==> src/rtl/vector_stream_driver.sv <==
// vector_stream_driver
// Initiator side of the vector compute handshake. Collects eight (a, b)
// element pairs from a valid/ready stream into flat 64-bit operand vectors,
// fires a one-cycle start pulse at the compute host, waits (with a watchdog)
// for the host's done pulse, captures the 128-bit result and streams it out
// as eight 16-bit elements with valid/ready and a last flag.
//
// Ports:
//   clk, rst            clock (rising edge) and async active-high reset
//   in_valid/in_ready   element-pair input handshake
//   in_a, in_b, in_op   element pair; in_op is sampled with element 0 only
//   vector_a_flat/_b    packed operand vectors, element i at [8i+7:8i]
//   vector_op           operation latched from element 0
//   compute_enable      one-cycle start pulse to the host
//   compute_done        host completion pulse (only honoured while waiting)
//   vector_result_flat  host result, element i at [16i+15:16i]
//   out_valid/out_ready result element handshake
//   out_data, out_index result element and its index
//   out_last            high with index 7
//   busy                high unless idle with no partial vector loaded
//   timeout_err         one-cycle pulse when the watchdog aborts a wait
module vector_stream_driver #(
   parameter int unsigned TIMEOUT_CYCLES = 64
) (
   input  logic         clk,
   input  logic         rst,
   input  logic         in_valid,
   output logic         in_ready,
   input  logic [7:0]   in_a,
   input  logic [7:0]   in_b,
   input  logic [2:0]   in_op,
   output logic [63:0]  vector_a_flat,
   output logic [63:0]  vector_b_flat,
   output logic [2:0]   vector_op,
   output logic         compute_enable,
   input  logic         compute_done,
   input  logic [127:0] vector_result_flat,
   output logic         out_valid,
   input  logic         out_ready,
   output logic [15:0]  out_data,
   output logic [2:0]   out_index,
   output logic         out_last,
   output logic         busy,
   output logic         timeout_err
);

   typedef enum logic [1:0] {
      ST_LOAD  = 2'd0,
      ST_ISSUE = 2'd1,
      ST_WAIT  = 2'd2,
      ST_DRAIN = 2'd3
   } state_t;

   localparam logic [7:0] WDOG_LAST = 8'(TIMEOUT_CYCLES - 1);

   state_t         state_r;
   state_t         state_s;
   logic [2:0]     cnt_r;
   logic [2:0]     cnt_s;
   logic [2:0]     idx_r;
   logic [2:0]     idx_s;
   logic [2:0]     idx_inc_s;
   logic [7:0]     wdog_r;
   logic [7:0]     wdog_s;
   logic [127:0]   result_r;
   logic [127:0]   result_s;
   logic [63:0]    a_flat_s;
   logic [63:0]    b_flat_s;
   logic [2:0]     op_s;
   logic [15:0]    out_data_s;
   logic           timeout_s;

   // The abort pulse must be suppressed by a same-cycle done, so it is a
   // decode of the current state and the live done input rather than a flop.
   assign timeout_err = timeout_s;

   // Next-state, datapath and counter update logic.
   always_comb begin
      state_s    = state_r;
      cnt_s      = cnt_r;
      idx_s      = idx_r;
      wdog_s     = wdog_r;
      result_s   = result_r;
      a_flat_s   = vector_a_flat;
      b_flat_s   = vector_b_flat;
      op_s       = vector_op;
      out_data_s = out_data;
      timeout_s  = 1'b0;
      idx_inc_s  = idx_r + 3'd1;

      case (state_r)
         ST_LOAD: begin
            // in_ready is high throughout LOAD, so in_valid alone is an accept.
            if (in_valid) begin
               a_flat_s[{cnt_r, 3'b000} +: 8] = in_a;
               b_flat_s[{cnt_r, 3'b000} +: 8] = in_b;
               if (cnt_r == 3'd0) begin
                  op_s = in_op;
               end else begin
                  op_s = vector_op;
               end
               cnt_s = cnt_r + 3'd1;
               if (cnt_r == 3'd7) begin
                  state_s = ST_ISSUE;
               end else begin
                  state_s = ST_LOAD;
               end
            end else begin
               cnt_s = cnt_r;
            end
         end

         ST_ISSUE: begin
            wdog_s  = 8'd0;
            state_s = ST_WAIT;
         end

         ST_WAIT: begin
            // Done has priority over the watchdog terminal count.
            if (compute_done) begin
               result_s   = vector_result_flat;
               out_data_s = vector_result_flat[15:0];
               idx_s      = 3'd0;
               wdog_s     = 8'd0;
               state_s    = ST_DRAIN;
            end else if (wdog_r == WDOG_LAST) begin
               timeout_s = 1'b1;
               wdog_s    = 8'd0;
               state_s   = ST_LOAD;
            end else begin
               wdog_s = wdog_r + 8'd1;
            end
         end

         ST_DRAIN: begin
            if (out_ready) begin
               idx_s = idx_inc_s;
               if (idx_r == 3'd7) begin
                  state_s = ST_LOAD;
               end else begin
                  // Preload the next element so out_data stays a register.
                  out_data_s = result_r[{idx_inc_s, 4'b0000} +: 16];
                  state_s    = ST_DRAIN;
               end
            end else begin
               idx_s = idx_r;
            end
         end

         default: begin
            state_s = ST_LOAD;
            cnt_s   = 3'd0;
            idx_s   = 3'd0;
            wdog_s  = 8'd0;
         end
      endcase
   end

   // State, counters, datapath and registered output flags.
   always_ff @(posedge clk or posedge rst) begin
      if (rst) begin
         state_r        <= ST_LOAD;
         cnt_r          <= 3'd0;
         idx_r          <= 3'd0;
         wdog_r         <= 8'd0;
         result_r       <= 128'd0;
         vector_a_flat  <= 64'd0;
         vector_b_flat  <= 64'd0;
         vector_op      <= 3'd0;
         in_ready       <= 1'b1;
         compute_enable <= 1'b0;
         out_valid      <= 1'b0;
         out_data       <= 16'd0;
         out_index      <= 3'd0;
         out_last       <= 1'b0;
         busy           <= 1'b0;
      end else begin
         state_r        <= state_s;
         cnt_r          <= cnt_s;
         idx_r          <= idx_s;
         wdog_r         <= wdog_s;
         result_r       <= result_s;
         vector_a_flat  <= a_flat_s;
         vector_b_flat  <= b_flat_s;
         vector_op      <= op_s;
         in_ready       <= (state_s == ST_LOAD);
         compute_enable <= (state_s == ST_ISSUE);
         out_valid      <= (state_s == ST_DRAIN);
         out_data       <= out_data_s;
         out_index      <= idx_s;
         out_last       <= (state_s == ST_DRAIN) && (idx_s == 3'd7);
         busy           <= !((state_s == ST_LOAD) && (cnt_s == 3'd0));
      end
   end

endmodule

==> config.mk <==
export PLATFORM = sky130hd
export DESIGN_NAME = vector_stream_driver
export DESIGN_NICKNAME = d
export VERILOG_FILES = /design/src/rtl/vector_stream_driver.sv
export SDC_FILE = /design/constraint.sdc
export NUM_CORES = 1
export LEC_CHECK = 0
export CORE_MARGIN = 4
export CORE_UTILIZATION = 30
export DETAILED_ROUTE_END_ITERATION = 8
export PLACE_DENSITY_LB_ADDON = 0.1
export SETUP_SLACK_MARGIN = 0.05
export SLEW_MARGIN = 20
export SYNTH_ARGS = -nofsm -noshare
export SYNTH_HDL_FRONTEND = slang
export SYNTH_SLANG_ARGS = --single-unit
==> constraint.sdc <==
create_clock -name clk -period 24 [get_ports clk]
set_clock_uncertainty 0.2 [all_clocks]
set_input_delay 2.4 -clock clk [delete_from_list [all_inputs] [get_ports clk]]
set_output_delay 2.4 -clock clk [all_outputs]
set_load 0.02 [all_outputs]
==> flow_summary_export.csv <==
group,metric,value,unit
outcome,status,"finished clean",
global_route,grt_pass1_vias,9179,
worst_setup_path,start_kind,"input port",
worst_setup_path,crit_required,21.40,ns
layout,ff_latch_area,7410,µm²
clock_network,cts_hold_buffers,0,
timing,finalSetupViolCount,0,
worst_setup_path,r2r_cells,5,
power_and_ir_drop,p_leak,7.36,nW
drt,dr_total_vias,8834,
hold_path,hold_path.class,"reg -> reg",
placed_design,io_buffer_count,307,
timing,hold_violations,0,
clock_network,cts_max_level,2,
drt,antenna_left,0,
job,cap_violations,0,
layout,nNetsFinal,1473,
floorplan,coreArea,42100,µm²
floorplan,ios,308,
logic_synthesis,yosys_warnings,0,
clock_network,cts_tree,"built",
timing,slew_violations,0,
worst_setup_path,r2r_end,"vector_a_flat[2]$_DFFE_PP0P_",
drt,drc,0,
power_and_ir_drop,worst_ir_drop_vdd,0.0544,mV
logic_synthesis,syn_inst,1019,
clock_network,cts.path.max_buffers,3,
power_and_ir_drop,powerDensity,142,nW/µm²
layout,final_cell_mix,"clkdlybuf4s50_1 (307), dfrtp_1 (294), mux2_2 (155)",
worst_setup_path,path_cells,"clkdlybuf4s50_1 > nand2b_1 > nor2_1 > clkdlybuf4s50_1",
clock_network,cts_buffers,37,
worst_setup_path,crit_end,"timeout_err",
global_route,grt_max_degree,99,
logic_synthesis,synth-main-ff-cell,"dfrtp_1",
drt,wl,38200,µm
worst_setup_path,worstPathArrival,3.86,ns
worst_setup_path,slowest_stage,"clkdlybuf4s50_1",
logic_synthesis,synth_area_leaders,"dfrtp_1 (58%), mux2_2 (14%), mux4_2 (5.6%), o21ai_0 (3.8%), nand2_1 (3.2%)",
worst_setup_path,startpoint,"compute_done",
logic_synthesis,synth_seq_cells,296,
clock_network,cts_sinks,296,
hold_path,worstHoldStart,"vector_b_flat[22]$_DFFE_PP0P_",
drt,drt-pass1-iter-count,4,
logic_synthesis,seq_area_frac_synth,0.578,
timing,rsz0062_at_grt,"false",
placed_design,routabilityCongestion,0.759,
timing,setup_ws,17.54,ns
logic_synthesis,avgSynthCellArea,12.6,µm²
worst_setup_path,regToRegStartpoint,"cnt_r[0]$_DFF_PP0_",
global_route,grt_overflow,0,
logic_synthesis,synth_cell_types,49,
logic_synthesis,synth_area,12800,µm²
worst_setup_path,path_class,"in -> out",
timing,fin_crit_sh,0.269,
clock_network,cts.repair.resized,0,
layout,final_common_cell,"clkdlybuf4s50_1",
timing,worst_pin_slew,1.09,ns
drt,wire_per_inst,20.4,µm
worst_setup_path,r2r_setup_slack,20.66,ns
worst_setup_path,crit_path_frequent_cell,"clkdlybuf4s50_1",
worst_setup_path,path_depth,4,
logic_synthesis,yosysTopAreaCellShare,0.576,
worst_setup_path,cpPeakStageDelay,0.62,ns
timing,max_clock_freq,155,MHz
clock_network,clkSlewWorstSetupHoldPaths,0.06,ns
global_route,gr-usage-all-layers,0.164,
global_route,grt_pass1_wl,58200,µm
floorplan,rows,75,
drt,drtIter0Drc,436,
floorplan,die_area,46100,µm²
timing,min_period,6.46,ns
layout,area_growth,36.6,%
drt,vias_per_cell,4.72,
clock_network,cts_setup_buffers,0,
layout,multi_input_area,4910,µm²
worst_setup_path,critical_path.top_delay_family,"buffers and inverters",
global_route,antenna_found_initial,14,
worst_setup_path,crit_fanout,6,
logic_synthesis,synth_nets,1184,
logic_synthesis,synth_top_area_cell,"dfrtp_1",
clock_network,clkLatencyLatePin,0.54,ns
worst_setup_path,cp-end-kind,"primary output",
clock_network,cts-root-buf,"clkbuf_16",
worst_setup_path,critPathBufInv,2,
layout,drive_gt1_frac,0.208,
layout,final_core_utilization,0.415,
floorplan,die_h,215,µm
timing,slew_headroom,0.276,
timing,setup_tns,0,ns
placed_design,dp.final_hpwl,26700,µm
placed_design,dpl_worst_slack,17.53,ns
logic_synthesis,synth-edff-count,0,
floorplan,dieWidth,215,µm
layout,fillers,3992,
logic_synthesis,async_flop_share,1.00,
floorplan,start_util,0.304,
## worst min-delay path by stage
stage / end / slack [ns] / depth (start not counted)
floorplan: result_r[53]$_DFFE_PP0P_ / 0.28 / 1
global placement: out_data[2]$_DFFE_PP0P_ / 0.26 / 1
detailed placement: out_data[13]$_DFFE_PP0P_ / 0.27 / 1
CTS: vector_b_flat[22]$_DFFE_PP0P_ / 0.28 / 2
global route: vector_a_flat[25]$_DFFE_PP0P_ / 0.29 / 2
finish: vector_b_flat[22]$_DFFE_PP0P_ / 0.28 / 2
## synth_stat cells, drive strengths merged (2+ instances only)
cell / count
dfrtp: 295
mux2: 165
nand2: 111
o21ai: 100
inv: 59
nand3: 58
clkbuf: 36
mux4: 32
buf: 30
mux2i: 18
nor2: 18
ha: 13
a21o: 10
a211oi: 9
nand2b: 9
o221ai: 7
nor3: 6
and2: 4
nor2b: 4
a21oi: 3
a22o: 3
and4b: 3
xnor2: 3
xor2: 3
a21boi: 2
and3: 2
nand4: 2
## final cells by class
cell class                 count  share of cell area
clock buffer                  54              0.0618
multi-input combinational    598               0.280
clock inverter                 8             0.00315
sequential                   296               0.423
antenna                        3            0.000429
tap                          539              0.0385
timing repair buffer         316               0.179
inverter                      59              0.0131
## tightest hold or removal path: cells and delay by family (launching register included)
kind	cells	cell delay, ns
AOI/OAI and AO/OA	1	0.06
and+or+nand+nor	1	0.05
DFF	1	0.34
## sequential cells by signal (all words and copies together) (netlist names)
register and count:
wdog_r 8, out_valid 1, vector_op 3, out_last 1, cnt_r 3, in_ready 1
vector_a_flat 64, result_r 128, compute_enable 1, vector_b_flat 64, busy 1, idx_r 3
state_r 2, out_data 16
## logic make-up (layout without fill, tap and decap cells)
group,count (synthesis),count (layout),share of synthesized area
DFF,296,296,0.578
and+or+nand+nor,222,222,0.0801
muxes,215,215,0.218
AOI/OAI and AO/OA,142,142,0.0655
buffers and inverters,125,437,0.0414
adders and majority gates,13,13,0.0127
xor gates and xnor gates,6,6,0.00410
other,0,3,0
## routing by layer
metal	routed length, µm	GRT usage
met1	15600	0.201
met2	18300	0.269
met3	3110	0.0599
met4	1140	0.0575
met5	116	0
## where the power goes
| group | switching, mW | internal, mW | leakage (nW) |
|---|---|---|---|
| Sequential | 0.120 | 0.728 | 3.64 |
| Combinational | 0.565 | 0.542 | 3.15 |
| Clock | 0.213 | 0.311 | 0.564 |
## metrics by stage
step / hold slack (ns) / cell area (µm²) / power, mW / instances
2_1_floorplan: 0.275 / 12800 / 1.52 / 1019
3_3_place_gp: 0.261 / 16300 / 1.98 / 1808
3_5_place_dp: 0.269 / 16300 / 1.99 / 1808
4_1_cts: 0.283 / 17500 / 2.53 / 1870
5_1_grt: 0.293 / 17500 / 2.64 / 1870
6_report: 0.276 / 17500 / 2.48 / 1873
No activity file was read; power rests on OpenSTA's default activity.
==> edit 1 (same flow settings) <==
Put a register stage on the output `timeout_err`. The value now appears one clock later. The other outputs are not delayed to match. Comments in the files are not updated.
--- a/src/rtl/vector_stream_driver.sv
+++ b/src/rtl/vector_stream_driver.sv
@@ -72,7 +72,9 @@
 
    // The abort pulse must be suppressed by a same-cycle done, so it is a
    // decode of the current state and the live done input rather than a flop.
-   assign timeout_err = timeout_s;
+   always_ff @(posedge clk) begin
+      timeout_err <= timeout_s;
+   end
 
    // Next-state, datapath and counter update logic.
    always_comb begin
Formal check against the unedited RTL: no difference found for any inputs over 4 cycles, from zero or initial values and one cycle with rst high; that may be too few to reach the edited logic, so the function may still have changed.
==> edit 1 against the unedited design <==
Synthesized area increased by 0.27%. Die area increased by 0.26%. Sequential cell count increased by 1. Cell count decreased by 0.69%. Worst setup slack improved by 1.7 ns. Total power increased by 0.46%. Routed wire length increased by 5.8%. Final area increased by 0.55%. Sequential share of layout area decreased by 0.12 points.
==> edit 1: results (changes against the unedited design) <==
metric	value	unit	change
LEAKAGE	7.37	nW	+0.14%
Cells after Synth	1009		-0.98%
Synth cell types	50		+2.0%
vias	8808		-0.29%
R2R Setup Slk	20.68	ns	+0.02 ns
net switching fraction of the power	35.9	%	-0.30 points
Fillers	3965		-0.68%
vias in the first global route	9374		+2.1%
critical path peak fanout	81		+75
leading post-synthesis cells by cell area	dfrtp_1 57%, mux2_2 14%, mux4_2 5.6%		
final wirelength	40.5	mm	+5.8%
Synth Net Count	1174		-0.84%
routability cong.	0.746		-1.7%
Reg-to-Reg End	vector_b_flat[31]		
Hold Crit Start	vector_b_flat[16]		
post-DP HPWL	27.9	mm	+4.5%
placed insts	1797		-0.61%
worst slew pin tran	1.10	ns	+0.0112 ns
register area share after synthesis	57.8	%	about the same
first-pass GRT wire length	62.0	mm	+6.6%
worst vdd ir	0.0576	mV	+5.7%
initial DRC count	453		+3.9%
drt wl/cell	21.8	µm	+6.6%
largest net degree at the start of global routing	121		+22%
Worst Path Arrival	4.98	ns	+1.12 ns
outcome	completed		
Hold EP	vector_b_flat[16]		
Async SR Flop Fraction	99.7	%	-0.34 points
Clock Pin Slew Worst Setup and Hold Paths	0.05	ns	
CTS Buf Count	37		unchanged
## edit 1: cell count changes after synthesis, moves of 2 or more
cell and delta:
and3_1 +2, buf_4 -3, o221ai_1 +9, buf_2 +3
o21ai_0 -5, nand3_1 -4, a211oi_1 -8, mux2_2 +8
inv_1 -5, nand2b_1 +13, nand2_1 +2, nor2_1 -8
a21o_1 -9, o21ai_1 -3
## edit 1: layout make-up
type                            instances  area [µm²]  share of cell area (%)
Sequential cell                       297        7430                    42.2
Multi-Input combinational cell        593        4940                    28.1
Timing Repair Buffer                  314        3130                    17.8
Clock buffer                           54        1090                    6.20
Tap cell                              539         674                    3.83
Inverter                               54         210                    1.19
Clock inverter                          8         119                   0.675
Antenna cell                            1        2.50                  0.0142
## edit 1: how the worst max path moves through the flow
stage	slack (ns)	cells past startpoint	endpoint	startpoint
detailed placement	18.23	4	wdog_r[7]	rst
floorplan	13.23	1	busy	rst
global route	18.89	4	wdog_r[5]	rst
CTS	18.82	4	wdog_r[6]	rst
global placement	18.23	4	wdog_r[5]	rst
finish	19.24	4	result_r[55]	compute_done
## edit 1: logic make-up after synthesis
logic type | after synthesis | synth area share, %
compound gates | 125 | 5.74
xor+xnor | 5 | 0.341
fa+ha+maj | 13 | 1.27
buf+inv | 119 | 3.95
flops | 297 | 57.8
mux | 223 | 22.5
simple gates | 227 | 8.43
## edit 1: routing by layer
layer | part of all wire [%] | vias up | routed length, µm | track usage (%)
li1 | - | 4103 | - | -
met3 | 9.4 | 50 | 3820 | 7.49
met2 | 45 | 227 | 18000 | 26.6
met4 | 1.8 | 6 | 726 | 4.60
met5 | 0.086 | - | 35 | 0
met1 | 44 | 4422 | 17900 | 23.4
## edit 1: worst max-delay path, cell delays in order
cell and delay, ns:
clkdlybuf4s50_1 0.53, and2_4 0.59, buf_4 0.93, mux2_2 0.42
## edit 1: power by group through the flow
stage                     Clock (mW)  Combinational [mW]  Sequential, mW
final                          0.558                1.08           0.851
after global routing           0.599                1.18           0.883
after CTS                      0.578                1.10           0.854
after detailed placement           0                1.09           0.857
after global placement             0                1.09           0.855
after floorplan                    0               0.537           0.965
## edit 1: stage by stage
step	cell area, µm²	setup slack (ns)	util (%)	hold WS (ns)
global placement	16400	18.23	38.8	0.263
detailed placement	16400	18.23	38.9	0.269
CTS	17600	18.82	41.7	0.283
floorplan	12900	13.23	-	0.258
global route	17600	18.89	41.8	0.303
finish	17600	19.24	41.8	0.277
==> edit 2 (same flow settings) <==
Made on the original files. Change the parameter `TIMEOUT_CYCLES` from 64 to 48.
--- a/src/rtl/vector_stream_driver.sv
+++ b/src/rtl/vector_stream_driver.sv
@@ -20,7 +20,7 @@
 //   busy                high unless idle with no partial vector loaded
 //   timeout_err         one-cycle pulse when the watchdog aborts a wait
 module vector_stream_driver #(
-   parameter int unsigned TIMEOUT_CYCLES = 64
+   parameter int unsigned TIMEOUT_CYCLES = 48
 ) (
    input  logic         clk,
    input  logic         rst,
Formal check against the unedited RTL: no difference found for any inputs over 4 cycles, from zero or initial values and one cycle with rst high; that may be too few to reach the edited logic, so the function may still have changed.
==> edit 2 against the unedited design <==
Routed wire length is 7.6% higher. Sequential cell count stayed put. Total power is 2.5% higher. Clock power is 9.7% higher. Final area is 0.81% higher. Fmax is 1.8% higher. Global-route usage is 1.3 points higher. Sequential share of layout area is 0.34 points lower. Worst setup slack better by 0.12 ns. Core utilization is 0.43 points higher. Synthesized area is 0.13% lower. Die area is 0.13% lower. First-iteration DRC count is 15% lower. Largest power group unchanged.
==> edit 2: results (changes against the unedited design) <==
metric	value	unit	change
outcome	completed		
CTS resizes	0		unchanged
remaining global-route overflow	0		unchanged
CTS Buf Count	37		unchanged
worst r2r src	idx_r[0]		
First-pass DRT Iterations	4		unchanged
vias	8952		+1.3%
vias in the first global route	9521		+3.7%
Async SR Flop Fraction	100	%	unchanged
IO Port Bufs	307		unchanged
Root Driver	clkbuf_16		
R2R Setup Slk	20.66	ns	about the same
CTS H-Tree Depth	2		unchanged
register area share after synthesis	57.9	%	+0.073 points
Slew HR	28.9	%	+1.3 points
Post-CTS Setup Bufs	0		unchanged
CP Class	input port to primary output		
top_reg_cell synth	dfrtp_1		
Worst Path Arrival	3.74	ns	-0.12 ns
Synth cell types	46		-6.1%
worst vdd ir	0.0673	mV	+24%
critical path peak fanout	4		-2
layout cells sized above 1	19.3	%	-1.6 points
Worst Setup SP	compute_done		
R2R cell count	7		+2
post-DP HPWL	28.2	mm	+5.9%
largest net degree at the start of global routing	121		+22%
Fillers	4021		+0.73%
Synth top cells by count	295 x dfrtp_1, 157 x mux2_2, 121 x nand2_1		
first-pass GRT wire length	62.6	mm	+7.6%
Reg-to-Reg End	out_data[5]		
initial antenna violation count	2		-12
Synth Net Count	1227		+3.6%
worst-skew pair later-pin latency	0.53	ns	
Clock Pin Slew Worst Setup and Hold Paths	0.06	ns	about the same
initial DRC count	371		-15%
HP Class	register to register		
routability cong.	0.728		-4.1%
Area after DPL	16400	µm²	+0.16%
Worst Setup EP	timeout_err		
Net count, final	1515		+2.9%
Ys Warns	0		unchanged
Hold WS	0.277	ns	+0.000752 ns
final wirelength	41.2	mm	+7.6%
Clock Path Buffers	3		unchanged
GR Util All Layers	17.7	%	+1.3 points
leading post-synthesis cells by cell area	dfrtp_1 58%, mux2_2 14%, o21ai_0 3.8%		
top flop regs	result_r (128), vector_a_flat (64), vector_b_flat (64)		
LEAKAGE	7.43	nW	+0.95%
-- edit 2: cell types whose count changed after synthesis, sizes merged, moves of 7 or more --
cell / change
a211oi: -9
a21o: -10
a21oi: +16
a2bb2oi: +16
a31oi: +16
buf: -17
clkbuf: +23
mux2i: +16
mux4: -16
nand2: +10
nand2b: -7
nand3: -9
nor2b: +16
o221ai: -7
-- edit 2: through the flow --
stage	instances	worst slack [ns]	power [mW]	util (%)
floorplan	1062	13.23	1.52	-
global placement	1848	17.63	1.98	38.9
detailed placement	1848	17.65	1.98	38.9
CTS	1913	17.64	2.58	41.9
global route	1916	17.55	2.71	42.0
finish	1916	17.66	2.54	42.0
-- edit 2: metal layers --
metal	wire [µm]	global-route usage, %	part of all wire (%)	up-vias
li1	-	-	-	4247
met1	18600	23.9	45	4407
met2	18500	27.3	45	247
met3	3190	6.06	7.7	49
met4	843	4.95	2.0	2
met5	13	0	0.032	-
-- edit 2: how the worst min path moves through the flow --
| stage | cells after the start | to | start |
|---|---|---|---|
| 3_5_place_dp | 2 | vector_b_flat[17] | vector_b_flat[17] |
| 5_1_grt | 2 | vector_a_flat[10] | vector_a_flat[10] |
| 6_report | 2 | vector_a_flat[23] | vector_a_flat[23] |
| 3_3_place_gp | 2 | vector_b_flat[14] | vector_b_flat[14] |
| 2_1_floorplan | 1 | wdog_r[2] | wdog_r[2] |
| 4_1_cts | 2 | vector_a_flat[10] | vector_a_flat[10] |
-- edit 2: worst max-delay path, cell delays in order --
cell and delay, ns:
clkdlybuf4s50_1 0.43, nand2b_1 0.20, nor2_1 0.10, clkdlybuf4s50_1 0.61
-- edit 2: layout make-up --
type,instances,area (µm²),share of cell area (%)
timing repair buffer,321,3190,18.1
tap,539,674,3.82
multi-input combinational,638,4910,27.8
sequential,296,7410,42.0
clock inverter,13,171,0.971
antenna,1,2.50,0.0142
inverter,56,218,1.23
clock buffer,52,1070,6.09
-- edit 2: logic make-up after synthesis --
logic type               synth area share, %
flip-flops                              57.9
AND/OR/NAND/NOR                         8.60
multiplexers                            20.6
AO/OA/AOI/OAI                           7.13
buffers and inverters                   4.01
adder cells (fa/ha/maj)                 1.27
XOR/XNOR                               0.479
-- edit 2: report_power, final --
part	switching, mW	total [mW]	internal (mW)
clock network	0.221	0.576	0.355
registers	0.137	0.865	0.729
logic	0.564	1.10	0.536
total	0.921	2.54	1.62
